`config.mk`:
```
export PLATFORM = sky130hd
export DESIGN_NAME = saxil_read_arbiter
export DESIGN_NICKNAME = d
export VERILOG_FILES = /design/src/rtl/saxil_read_arbiter.sv
export SDC_FILE = /design/constraint.sdc
export NUM_CORES = 1
export LEC_CHECK = 0
export CORE_ASPECT_RATIO = 0.8
export CORE_MARGIN = 5
export CORE_UTILIZATION = 33
export CTS_CLUSTER_SIZE = 16
export DETAILED_ROUTE_END_ITERATION = 7
export GPL_TIMING_DRIVEN = 0
export PLACE_DENSITY = 0.82
export SLEW_MARGIN = 0
export SYNTH_ARGS = -nofsm -noshare
export SYNTH_HDL_FRONTEND = slang
export SYNTH_SLANG_ARGS = --single-unit
```
`constraint.sdc`:
```
create_clock -name saxil_read_arb_clk -period 1.6 [get_ports saxil_read_arb_clk]
set_input_delay 0.32 -clock saxil_read_arb_clk [delete_from_list [all_inputs] [get_ports saxil_read_arb_clk]]
set_output_delay 0.32 -clock saxil_read_arb_clk [all_outputs]
set_load 0.02 [all_outputs]
```
`src/rtl/saxil_read_arbiter.sv`:
```
// Round-robin arbiter sharing one AXI4-Lite slave read port between two masters.
// One transaction is in flight at a time: the winner's AR is latched and replayed
// to the slave, and the slave's R beat is routed back only to the granted master.
module saxil_read_arbiter #(
  parameter int ADDR_WIDTH = 32,
  parameter int DATA_WIDTH = 32
) (
  input  logic                  saxil_read_arb_clk,
  input  logic                  saxil_read_arb_rst_n,
  input  logic                  saxil_read_arb_m0_arvalid,
  output logic                  saxil_read_arb_m0_arready,
  input  logic [ADDR_WIDTH-1:0] saxil_read_arb_m0_araddr,
  input  logic [2:0]            saxil_read_arb_m0_arprot,
  output logic                  saxil_read_arb_m0_rvalid,
  input  logic                  saxil_read_arb_m0_rready,
  output logic [DATA_WIDTH-1:0] saxil_read_arb_m0_rdata,
  output logic [1:0]            saxil_read_arb_m0_rresp,
  input  logic                  saxil_read_arb_m1_arvalid,
  output logic                  saxil_read_arb_m1_arready,
  input  logic [ADDR_WIDTH-1:0] saxil_read_arb_m1_araddr,
  input  logic [2:0]            saxil_read_arb_m1_arprot,
  output logic                  saxil_read_arb_m1_rvalid,
  input  logic                  saxil_read_arb_m1_rready,
  output logic [DATA_WIDTH-1:0] saxil_read_arb_m1_rdata,
  output logic [1:0]            saxil_read_arb_m1_rresp,
  output logic                  saxil_read_arb_s_arvalid,
  input  logic                  saxil_read_arb_s_arready,
  output logic [ADDR_WIDTH-1:0] saxil_read_arb_s_araddr,
  output logic [2:0]            saxil_read_arb_s_arprot,
  input  logic                  saxil_read_arb_s_rvalid,
  output logic                  saxil_read_arb_s_rready,
  input  logic [DATA_WIDTH-1:0] saxil_read_arb_s_rdata,
  input  logic [1:0]            saxil_read_arb_s_rresp,
  output logic                  saxil_read_arb_busy,
  output logic                  saxil_read_arb_grant
);

  typedef enum logic [1:0] {
    IDLE,
    ADDR,
    RESP
  } state_t;

  state_t                state_q, state_d;
  logic                  ptr_q, ptr_d;
  logic                  grant_q, grant_d;
  logic                  s_arvalid_q, s_arvalid_d;
  logic [ADDR_WIDTH-1:0] araddr_q, araddr_d;
  logic [2:0]            arprot_q, arprot_d;
  logic                  req_any;
  logic                  winner;

  // Pick the winner: a lone requester wins outright, a tie goes to the pointer.
  always_comb begin
    req_any = saxil_read_arb_m0_arvalid | saxil_read_arb_m1_arvalid;
    winner  = (saxil_read_arb_m0_arvalid && saxil_read_arb_m1_arvalid) ? ptr_q
                                                                       : saxil_read_arb_m1_arvalid;
  end

  // State, pointer, grant and the replayed slave AR registers.
  always_ff @(posedge saxil_read_arb_clk or negedge saxil_read_arb_rst_n) begin
    if (!saxil_read_arb_rst_n) begin
      state_q     <= IDLE;
      ptr_q       <= 1'b0;
      grant_q     <= 1'b0;
      s_arvalid_q <= 1'b0;
      araddr_q    <= '0;
      arprot_q    <= '0;
    end else begin
      state_q     <= state_d;
      ptr_q       <= ptr_d;
      grant_q     <= grant_d;
      s_arvalid_q <= s_arvalid_d;
      araddr_q    <= araddr_d;
      arprot_q    <= arprot_d;
    end
  end

  // Next-state logic plus the combinational handshakes and R-channel routing.
  always_comb begin
    state_d     = state_q;
    ptr_d       = ptr_q;
    grant_d     = grant_q;
    s_arvalid_d = s_arvalid_q;
    araddr_d    = araddr_q;
    arprot_d    = arprot_q;

    saxil_read_arb_m0_arready = 1'b0;
    saxil_read_arb_m1_arready = 1'b0;
    saxil_read_arb_m0_rvalid  = 1'b0;
    saxil_read_arb_m0_rdata   = '0;
    saxil_read_arb_m0_rresp   = 2'b00;
    saxil_read_arb_m1_rvalid  = 1'b0;
    saxil_read_arb_m1_rdata   = '0;
    saxil_read_arb_m1_rresp   = 2'b00;
    saxil_read_arb_s_rready   = 1'b0;

    case (state_q)
      IDLE: begin
        if (req_any) begin
          saxil_read_arb_m0_arready = ~winner;
          saxil_read_arb_m1_arready = winner;
          state_d     = ADDR;
          grant_d     = winner;
          s_arvalid_d = 1'b1;
          araddr_d    = winner ? saxil_read_arb_m1_araddr : saxil_read_arb_m0_araddr;
          arprot_d    = winner ? saxil_read_arb_m1_arprot : saxil_read_arb_m0_arprot;
        end
      end
      ADDR: begin
        if (saxil_read_arb_s_arready) begin
          s_arvalid_d = 1'b0;
          state_d     = RESP;
        end
      end
      RESP: begin
        if (grant_q) begin
          saxil_read_arb_m1_rvalid = saxil_read_arb_s_rvalid;
          saxil_read_arb_m1_rdata  = saxil_read_arb_s_rdata;
          saxil_read_arb_m1_rresp  = saxil_read_arb_s_rresp;
          saxil_read_arb_s_rready  = saxil_read_arb_m1_rready;
        end else begin
          saxil_read_arb_m0_rvalid = saxil_read_arb_s_rvalid;
          saxil_read_arb_m0_rdata  = saxil_read_arb_s_rdata;
          saxil_read_arb_m0_rresp  = saxil_read_arb_s_rresp;
          saxil_read_arb_s_rready  = saxil_read_arb_m0_rready;
        end
        if (saxil_read_arb_s_rvalid && saxil_read_arb_s_rready) begin
          state_d = IDLE;
          ptr_d   = ~grant_q;
        end
      end
      default: begin
        state_d = IDLE;
      end
    endcase
  end

  assign saxil_read_arb_s_arvalid = s_arvalid_q;
  assign saxil_read_arb_s_araddr  = araddr_q;
  assign saxil_read_arb_s_arprot  = arprot_q;
  assign saxil_read_arb_busy      = (state_q != IDLE);
  assign saxil_read_arb_grant     = grant_q;

endmodule

```
Word level (Yosys, flattened, before mapping). Cells that the tools add are included.

Eq/ne operators: 5. Muxes and demuxes: 29. Bitwise logic cells: 3. Reductions and logical operators: 9.

Operator list (number): 2-to-1 mux 32 bit (5); 2-to-1 mux 1 bit (14); 2-to-1 mux 2 bit (7); inequality test 2 bit, second input constant (3); case mux 2 bit (3 select lines) (1); AND reduction 3 bit (2); AND reduction 2 bit (2); nonzero test 2 bit (2); 2-to-1 mux 3 bit (1); == test 2 x 1 -> 1 bit, second input constant (1); == test 2 bit, second input constant (1); logical AND 1 bit (2); zero test 2 bit (1); NOT 1 bit (2); case mux 1 bit (2 select lines) (1); OR 1 bit (1).

Bits in registers: 40. Input port bits: 112. Logic and storage cells: 52.

Logic depth before layout (Yosys ltp). Gate-level depths: netlist of run 1.

Depth after elaboration: 5. Mapped depth: 6.

Worst setup path after synthesis of run 1. OpenSTA, ideal clock, no wires.

Path type: flip-flop to output port. Start: reg state_q[1]. End: out saxil_read_arb_m1_arready. Arrival time: 1.302 ns. Required time: 1.280 ns. Setup slack: -0.022 ns. Cell stages (with the launch flop): 5. Path buffers: 1. Path through: dfrtp_1 > nor2_2 > buf_4 > inv_2 > nor3_1.

Longest elaborated chain between the ends: 2.

Ends and longest elaborated chain: start: declaration (line 44) `state_t state_q, state_d;`; start signal: assignment (line 70) `state_q <= state_d;`; zero test 2 bit (line 98) `case (state_q)`; 2-to-1 mux 1 bit (line 98); end: declaration (line 19) `output logic saxil_read_arb_m1_arready,`.

Every way passes these cells.

Worst setup path after layout of run 1.
Start: reg state_q[0]. End: out saxil_read_arb_m0_rdata[13].

Longest elaborated chain between the ends: 2.

Ends and longest elaborated chain: == test 2 bit (line 98); 2-to-1 mux 32 bit (line 98); end: declaration (line 16) `output logic [DATA_WIDTH-1:0] saxil_read_arb_m0_rdata,`.

Every way passes these cells.

==> summary.md, run 1 <==
| Metric | Value |
|---|---|
| Flop pwr share | `22.8%` |
| First-pass GRT wire length | `19.4 mm` |
| Mapped Nets | `423` |
| Layout cell share with drive strength beyond 1 | `38.4%` |
| Boundary Pins | `223` |
| Nets | `668` |
| Mapped Cells | `311` |
| Detail Route Antenna Nets | `0` |
| DR WL/cell | `18.6 µm` |
| Final period utilization | `115%` |
| Max clock buf depth | `2` |
| Clock Power Share | `10.9%` |
| Crit Path Max Fanout | `5` |
| Failing checks | `negative setup slack` |
| Die Wd | `111 µm` |
| Largest net degree at the start of global routing | `39` |
| Clock Root Buffer | `clkbuf_8` |
| CTS HTree Levels | `2` |
| Post-synth cell types | `27` |
| Dpl ws | `-0.821 ns` |
| Area growth syn-to-layout | `108%` |
| Grt ovf | `0` |
| Kind of critical path | `flop to output port` |
| Port buffer count | `222` |
| Clock Sinks | `40` |
| FF+latch area | `1000 µm²` |
| Leakage Power | `2.50 nW` |
| CTS buffer count | `5` |
| CTS tree | `yes` |
| Post-Syn Area | `2710 µm²` |
| Initial Util | `33.9%` |
| DR iter-0 viols | `220` |
| Sw Ratio | `43.4%` |
| Power per Cell Area | `1430 nW/µm²` |
| Final setup skew | `0.00782 ns` |
| CP required | `1.28 ns` |
| DRC | `0` |
| Slew headroom | `68.5%` |
| Fillcell total | `622` |
| Max Clock Freq | `541 MHz` |
| Overall routing resource usage | `23.2%` |
| Hold Path Class | `primary input to async pin` |
| Setup WS post-layout | `-0.248 ns` |
| Gate power share | `66.4%` |
| Die Area | `10,100 µm²` |
| Vias post-DR | `3,379` |
| CP arrival | `1.53 ns` |
| # setup viols final | `73` |
| Crit path capture type | `output port` |
| Int Power | `4.55 mW` |
| Number of max-cap violations | `0` |
| Site Rows | `29` |
| Vias in the first global route | `3,604` |
| #FFs+latches synth | `40` |
| Vias per inst | `5.07` |
| Most frequent cells in the layout | `clkdlybuf4s50_1, buf_6, and2_4` |
| DR pass1 iterations | `4` |
| Initial antenna violation count | `2` |
| Post-route setup TNS | `-15.22 ns` |
| Clock Pin Slew Worst Setup and Hold Paths | `0.09 ns` |
| RSZ-0062 raised after global routing | `yes` |
| Non-filler cells, final | `666` |
| Hpwl dp | `9.21 mm` |
| Core ar. | `7980 µm²` |
| VDD IR max | `0.735 mV` |
| Final hold vios | `0` |
| Sequential area share after synthesis | `37.0%` |
| Startpoint types | `flop` |
| Die Height | `91.0 µm` |
| Slew Limit Fails | `0` |
| Switching power | `3.49 mW` |
| Worst slew pin tran | `0.472 ns` |
| Minimum clock period | `1.85 ns` |
| Multi-input logic area | `1670 µm²` |
| Syn. warnings | `0` |
| Placed Instances | `642` |
| Syn avg cell area | `8.71 µm²` |
| Post-Route WL | `12.4 mm` |
| Placer Congestion | `0.810` |
| Most common cell after layout, fill and taps aside | `clkdlybuf4s50_1` |
| Outcome | `complete, but fails checks` |
| Clock latency on the worst-skew pair | `0.30 ns` |
| Final Total Pwr | `8.04 mW` |
==> final cells by class <==
class	instances	share of cell area [%]
Clock inverter	3	0.821
Antenna cell	1	0.0444
Sequential cell	40	17.8
Timing Repair Buffer	241	43.5
Multi-Input combinational cell	234	29.7
Buffer	31	4.30
Clock buffer	5	1.22
Tap cell	108	2.40
Inverter	3	0.200
==> kinds of logic (layout without fill, tap and decap cells) <==
| kind of cell | count (synthesis) | count (layout) | share of synthesized area, % |
|---|---|---|---|
| compound gates | 112 | 112 | 29.6 |
| buf+inv | 37 | 283 | 7.25 |
| flops | 40 | 40 | 37.0 |
| mux | 1 | 1 | 0.370 |
| other cells | 0 | 1 | 0 |
| simple gates | 121 | 121 | 25.9 |
==> routing by layer <==
layer / global-route usage (%) / vias to the layer above / wire (µm)
met5: 0 / - / 15
met4: 6.79 / 2 / 333
li1: - / 1592 / -
met1: 26.6 / 1617 / 4860
met2: 40.9 / 140 / 6220
met3: 8.44 / 28 / 965
==> what timing repair did <==
item / 4_1_cts / 5_1_grt
hold endpoints to repair: 2 / 0
hold buffers: 1 / 0
cloned: 3 / 2
pin swaps: 22 / 14
setup endpoints to repair: 119 / 117
resized for setup: 488 / 76
buffers inserted: 11 / 2
==> Yosys cell counts <==
master / n / share of area [%]
nor2b_1: 2 / 0.46
and2_4: 1 / 0.32
buf_2: 10 / 1.8
nor3_1: 1 / 0.18
a21o_1: 1 / 0.28
a41oi_1: 1 / 0.32
clkbuf_1: 17 / 2.4
nor2_1: 2 / 0.28
or2_1: 1 / 0.23
dfrtp_1: 40 / 37
a31oi_1: 5 / 1.2
mux2i_1: 1 / 0.37
nor2_2: 1 / 0.23
inv_2: 2 / 0.28
and3_1: 1 / 0.23
nand2b_1: 2 / 0.46
buf_6: 5 / 2.1
nand3_1: 35 / 6.5
and2_1: 70 / 16
nand3b_1: 1 / 0.28
nand2_1: 4 / 0.55
a31oi_2: 30 / 14
o31ai_1: 1 / 0.28
o21ai_0: 37 / 6.8
inv_1: 1 / 0.14
a21oi_1: 37 / 6.8
buf_4: 2 / 0.55
==> state kept, by name (all words and copies together), names as in the netlist <==
signal                    flops
saxil_read_arb_s_araddr      32
saxil_read_arb_s_arprot       3
state_q                       2
ptr_q                         1
saxil_read_arb_grant          1
saxil_read_arb_s_arvalid      1
==> final timing paths <==
kind,start,slack (ns),cells after the start,to
max,state_q[0]$_DFFE_PN0P_,-0.25,6,saxil_read_arb_m0_rdata[13]
min,saxil_read_arb_rst_n,0.36,2,saxil_read_arb_s_araddr[14]$_DFFE_PN0P_
max reg2reg,state_q[1]$_DFFE_PN0P_,0.11,6,saxil_read_arb_s_araddr[26]$_DFFE_PN0P_
min reg2reg,saxil_read_arb_s_arvalid$_DFFE_PN0P_,0.48,2,saxil_read_arb_s_arvalid$_DFFE_PN0P_
max in group asynchronous,saxil_read_arb_rst_n,0.81,3,state_q[1]$_DFFE_PN0P_
min in group saxil_read_arb_clk,saxil_read_arb_s_arvalid$_DFFE_PN0P_,0.48,2,saxil_read_arb_s_arvalid$_DFFE_PN0P_
==> power by group through the flow <==
stage                     registers (mW)  clock network [mW]  logic [mW]
after CTS                           1.83               0.885        5.24
after global routing                1.90               0.935        5.71
after global placement              1.82                   0        4.85
final                               1.83               0.874        5.34
after floorplan                     2.39                   0        2.13
after detailed placement            1.84                   0        4.94
==> critical path, cell delays in order, from the launching register on <==
cell and delay, ns:
dfrtp_2 0.45, nand2b_4 0.16, nor2_4 0.11, buf_6 0.14, buf_6 0.12, and2_4 0.14, buf_6 0.11
==> metrics by stage <==
step | instance area [µm²] | hold WS, ns | utilization, %
after detailed placement | 5090 | 0.128 | 63.7
final | 5640 | 0.360 | 70.7
after floorplan | 2710 | 0.0244 | -
after global placement | 5070 | 0.465 | 63.5
after global routing | 5640 | 0.354 | 70.7
after CTS | 5420 | 0.346 | 67.9
Note: power is estimated with default switching activity, not from simulation.
==> run 2, diff against run 1 <==
- CELL_PAD_IN_SITES_DETAIL_PLACEMENT: default -> 1
- CELL_PAD_IN_SITES_GLOBAL_PLACEMENT: default -> 2
- CORE_UTILIZATION: 33 -> 16
- PLACE_DENSITY: 0.82 -> default
- PLACE_DENSITY_LB_ADDON: default -> 0.1
- SETUP_SLACK_MARGIN: default -> 0.2
==> run 2 against run 1 <==
  * The flow still finishes with violations (negative setup slack)
  * Largest cell class unchanged
  * Die area increased by 94%
  * Flip-flop and latch count did not move
  * Clock skew hardly changed
  * Largest power group unchanged
  * Fmax fell by 0.45%
  * Core utilization fell by 27 points
  * Total power grew 39%
  * Register-to-register slack lost 0.35 ns
==> summary.md, run 2 (synthesis results as in run 1) <==
| Metric | Value |
|---|---|
| Outcome | `complete, but fails checks` |
| Failing checks | `negative setup slack` |
| Largest delay share family, worst path | `flip-flops` |
| Overall routing resource usage | `15.5% (-7.8 points)` |
| Final hold vios | `0 (unchanged)` |
| Die Area | `19,600 µm² (+94%)` |
| Hpwl dp | `11.2 mm (+21%)` |
| Grt ovf | `0 (unchanged)` |
| VDD IR max | `0.480 mV (-35%)` |
| Final setup skew | `0.00794 ns (+0.000122 ns)` |
| Area growth syn-to-layout | `169%` |
| Leakage Power | `2.92 nW (+17%)` |
| Crit Path Max Fanout | `5 (unchanged)` |
| Crit path max-delay cell type | `dfrtp_2` |
| Crit path cell chain | `nand2b_4 -> nor2_4 -> buf_12 -> clkbuf_16 -> and2_2 -> buf_6` |
| CTS tree | `yes` |
| Nets | `713 (+6.7%)` |
| Clock Sinks | `40 (unchanged)` |
| Crit path capture type | `output port` |
| Worst slew pin tran | `0.528 ns (+0.0558 ns)` |
| CTS HTree Levels | `2 (unchanged)` |
| Most common cell after layout, fill and taps aside | `clkdlybuf4s50_1` |
| Most frequent cells in the layout | `clkdlybuf4s50_1, buf_6, and2_4` |
| Port buffer count | `222 (unchanged)` |
| Largest stage delay on the critical path | `0.44 ns (about the same)` |
| Die Height | `126 µm (+39%)` |
| Vias in the first global route | `3,850 (+6.8%)` |
| DRC | `0 (unchanged)` |
| Detail Route Antenna Nets | `0 (unchanged)` |
| Initial Util | `16.3% (-18 points)` |
| Crit path buf inv count | `3 (unchanged)` |
| Die Wd | `155 µm (+40%)` |
| Placer Congestion | `0.726 (-10%)` |
| Vias post-DR | `3,539 (+4.7%)` |
| Startpoint types | `flop` |
| DR WL/cell | `20.1 µm (+7.9%)` |
| Slew headroom | `64.8% (-3.7 points)` |
| Fillcell total | `1,782 (+190%)` |
| Max reg flops | `32 (unchanged)` |
| Boundary Pins | `223 (unchanged)` |
| CTS buffer count | `5 (unchanged)` |
| Clock latency on the worst-skew pair | `0.29 ns (about the same)` |
| Site Rows | `42 (+45%)` |
| Hold Path Class | `primary input to async pin` |
| Kind of critical path | `flop to output port` |
| Layout cell share with drive strength beyond 1 | `57.2% (+19 points)` |
| Hold slack final | `0.452 ns (+0.0927 ns)` |
| CP arrival | `1.54 ns (about the same)` |
| Clock Pin Slew Worst Setup and Hold Paths | `0.06 ns (-0.03 ns)` |
| Vias per inst | `4.31 (-15%)` |
| Minimum clock period | `1.86 ns (+0.00830 ns)` |
| DR iter-0 viols | `53 (-76%)` |
| Non-filler cells, final | `821 (+23%)` |
| Max clock buf depth | `2 (unchanged)` |
| ANT cells | `0 (-1)` |
| Core ar. | `16,600 µm² (+110%)` |
| Clock Root Buffer | `clkbuf_16` |
| RSZ-0062 raised after global routing | `yes` |
| Post-Route WL | `16.5 mm (+33%)` |
| Number of max-cap violations | `0 (unchanged)` |
| Power per Cell Area | `1530 nW/µm² (+7.6%)` |
| Placed Instances | `754 (+17%)` |
| Slew Limit Fails | `0 (unchanged)` |
| Setup WS post-layout | `-0.256 ns (-0.00830 ns)` |
| First-pass GRT wire length | `23.6 mm (+22%)` |
| DR pass1 iterations | `4 (unchanged)` |
| # setup viols final | `76 (+4.1%)` |
| Initial antenna violation count | `0 (-2)` |
| Max Clock Freq | `539 MHz (-0.45%)` |
| Final period utilization | `116% (+0.52 points)` |
| Largest net degree at the start of global routing | `31 (-21%)` |
| CP required | `1.28 ns (about the same)` |
[run 2: path summary, 6_finish.rpt]
| path | from | end | slack [ns] | cells past startpoint |
|---|---|---|---|---|
| max in group asynchronous | saxil_read_arb_rst_n | saxil_read_arb_s_araddr[12]$_DFFE_PN0P_ | 0.66 | 3 |
| setup / recovery | state_q[0]$_DFFE_PN0P_ | saxil_read_arb_m0_rdata[19] | -0.26 | 6 |
| min in group saxil_read_arb_clk | saxil_read_arb_s_arvalid$_DFFE_PN0P_ | saxil_read_arb_s_arvalid$_DFFE_PN0P_ | 0.49 | 2 |
| hold / removal | saxil_read_arb_rst_n | saxil_read_arb_s_araddr[25]$_DFFE_PN0P_ | 0.45 | 2 |
| setup reg to reg | state_q[0]$_DFFE_PN0P_ | state_q[0]$_DFFE_PN0P_ | -0.24 | 12 |
| hold reg to reg | saxil_read_arb_s_arvalid$_DFFE_PN0P_ | saxil_read_arb_s_arvalid$_DFFE_PN0P_ | 0.49 | 2 |
[run 2: power breakdown]
| part | leakage (nW) | total, mW | switching [mW] | internal (mW) |
|---|---|---|---|---|
| registers | 0.448 | 1.91 | 0.380 | 1.53 |
| clock network | 0.0667 | 0.997 | 0.429 | 0.568 |
| logic | 2.40 | 8.26 | 3.84 | 4.41 |
| total | 2.92 | 11.2 | 4.65 | 6.51 |
[run 2: through the flow]
stage / power (mW) / worst slack (ns) / instance area (µm²) / TNS, ns / utilization [%]
final: 11.2 / -0.256 / 7280 / -16.30 / 43.8
after global routing: 11.8 / -0.306 / 7280 / -20.58 / 43.8
after CTS: 9.82 / -0.275 / 6460 / -18.16 / 38.9
after detailed placement: 7.02 / -0.952 / 5320 / -58.04 / 32.1
after global placement: 6.97 / -1.32 / 5310 / -102.46 / 32.0
after floorplan: 4.60 / 0.159 / 2810 / 0 / -
[run 2: final cells by class]
type	count	area, µm²	share of cell area [%]
buffer	34	497	6.82
clock inverter	1	5.00	0.0688
timing repair buffer	283	3060	42.1
multi-input combinational	234	2290	31.4
sequential	40	1000	13.8
tap	220	275	3.78
inverter	3	18.8	0.258
clock buffer	6	129	1.77
[run 2: what timing repair did]
item | 4_1_cts | 5_1_grt
hold buffers | 1 | 0
endpoints found under the setup margin | 141 | 112
cloned | 5 | 5
setup buffers | 38 | 11
gates resized for setup | 628 | 181
hold endpoints to repair | 10 | 0
pin swaps | 45 | 45
[run 2: layer usage]
metal | global-route usage, % | wire length [µm] | up-vias
met4 | 2.42 | 97 | 0
li1 | - | - | 1687
met5 | 0 | 0 | -
met2 | 28.3 | 8900 | 89
met3 | 3.47 | 744 | 7
met1 | 18.9 | 6740 | 1756
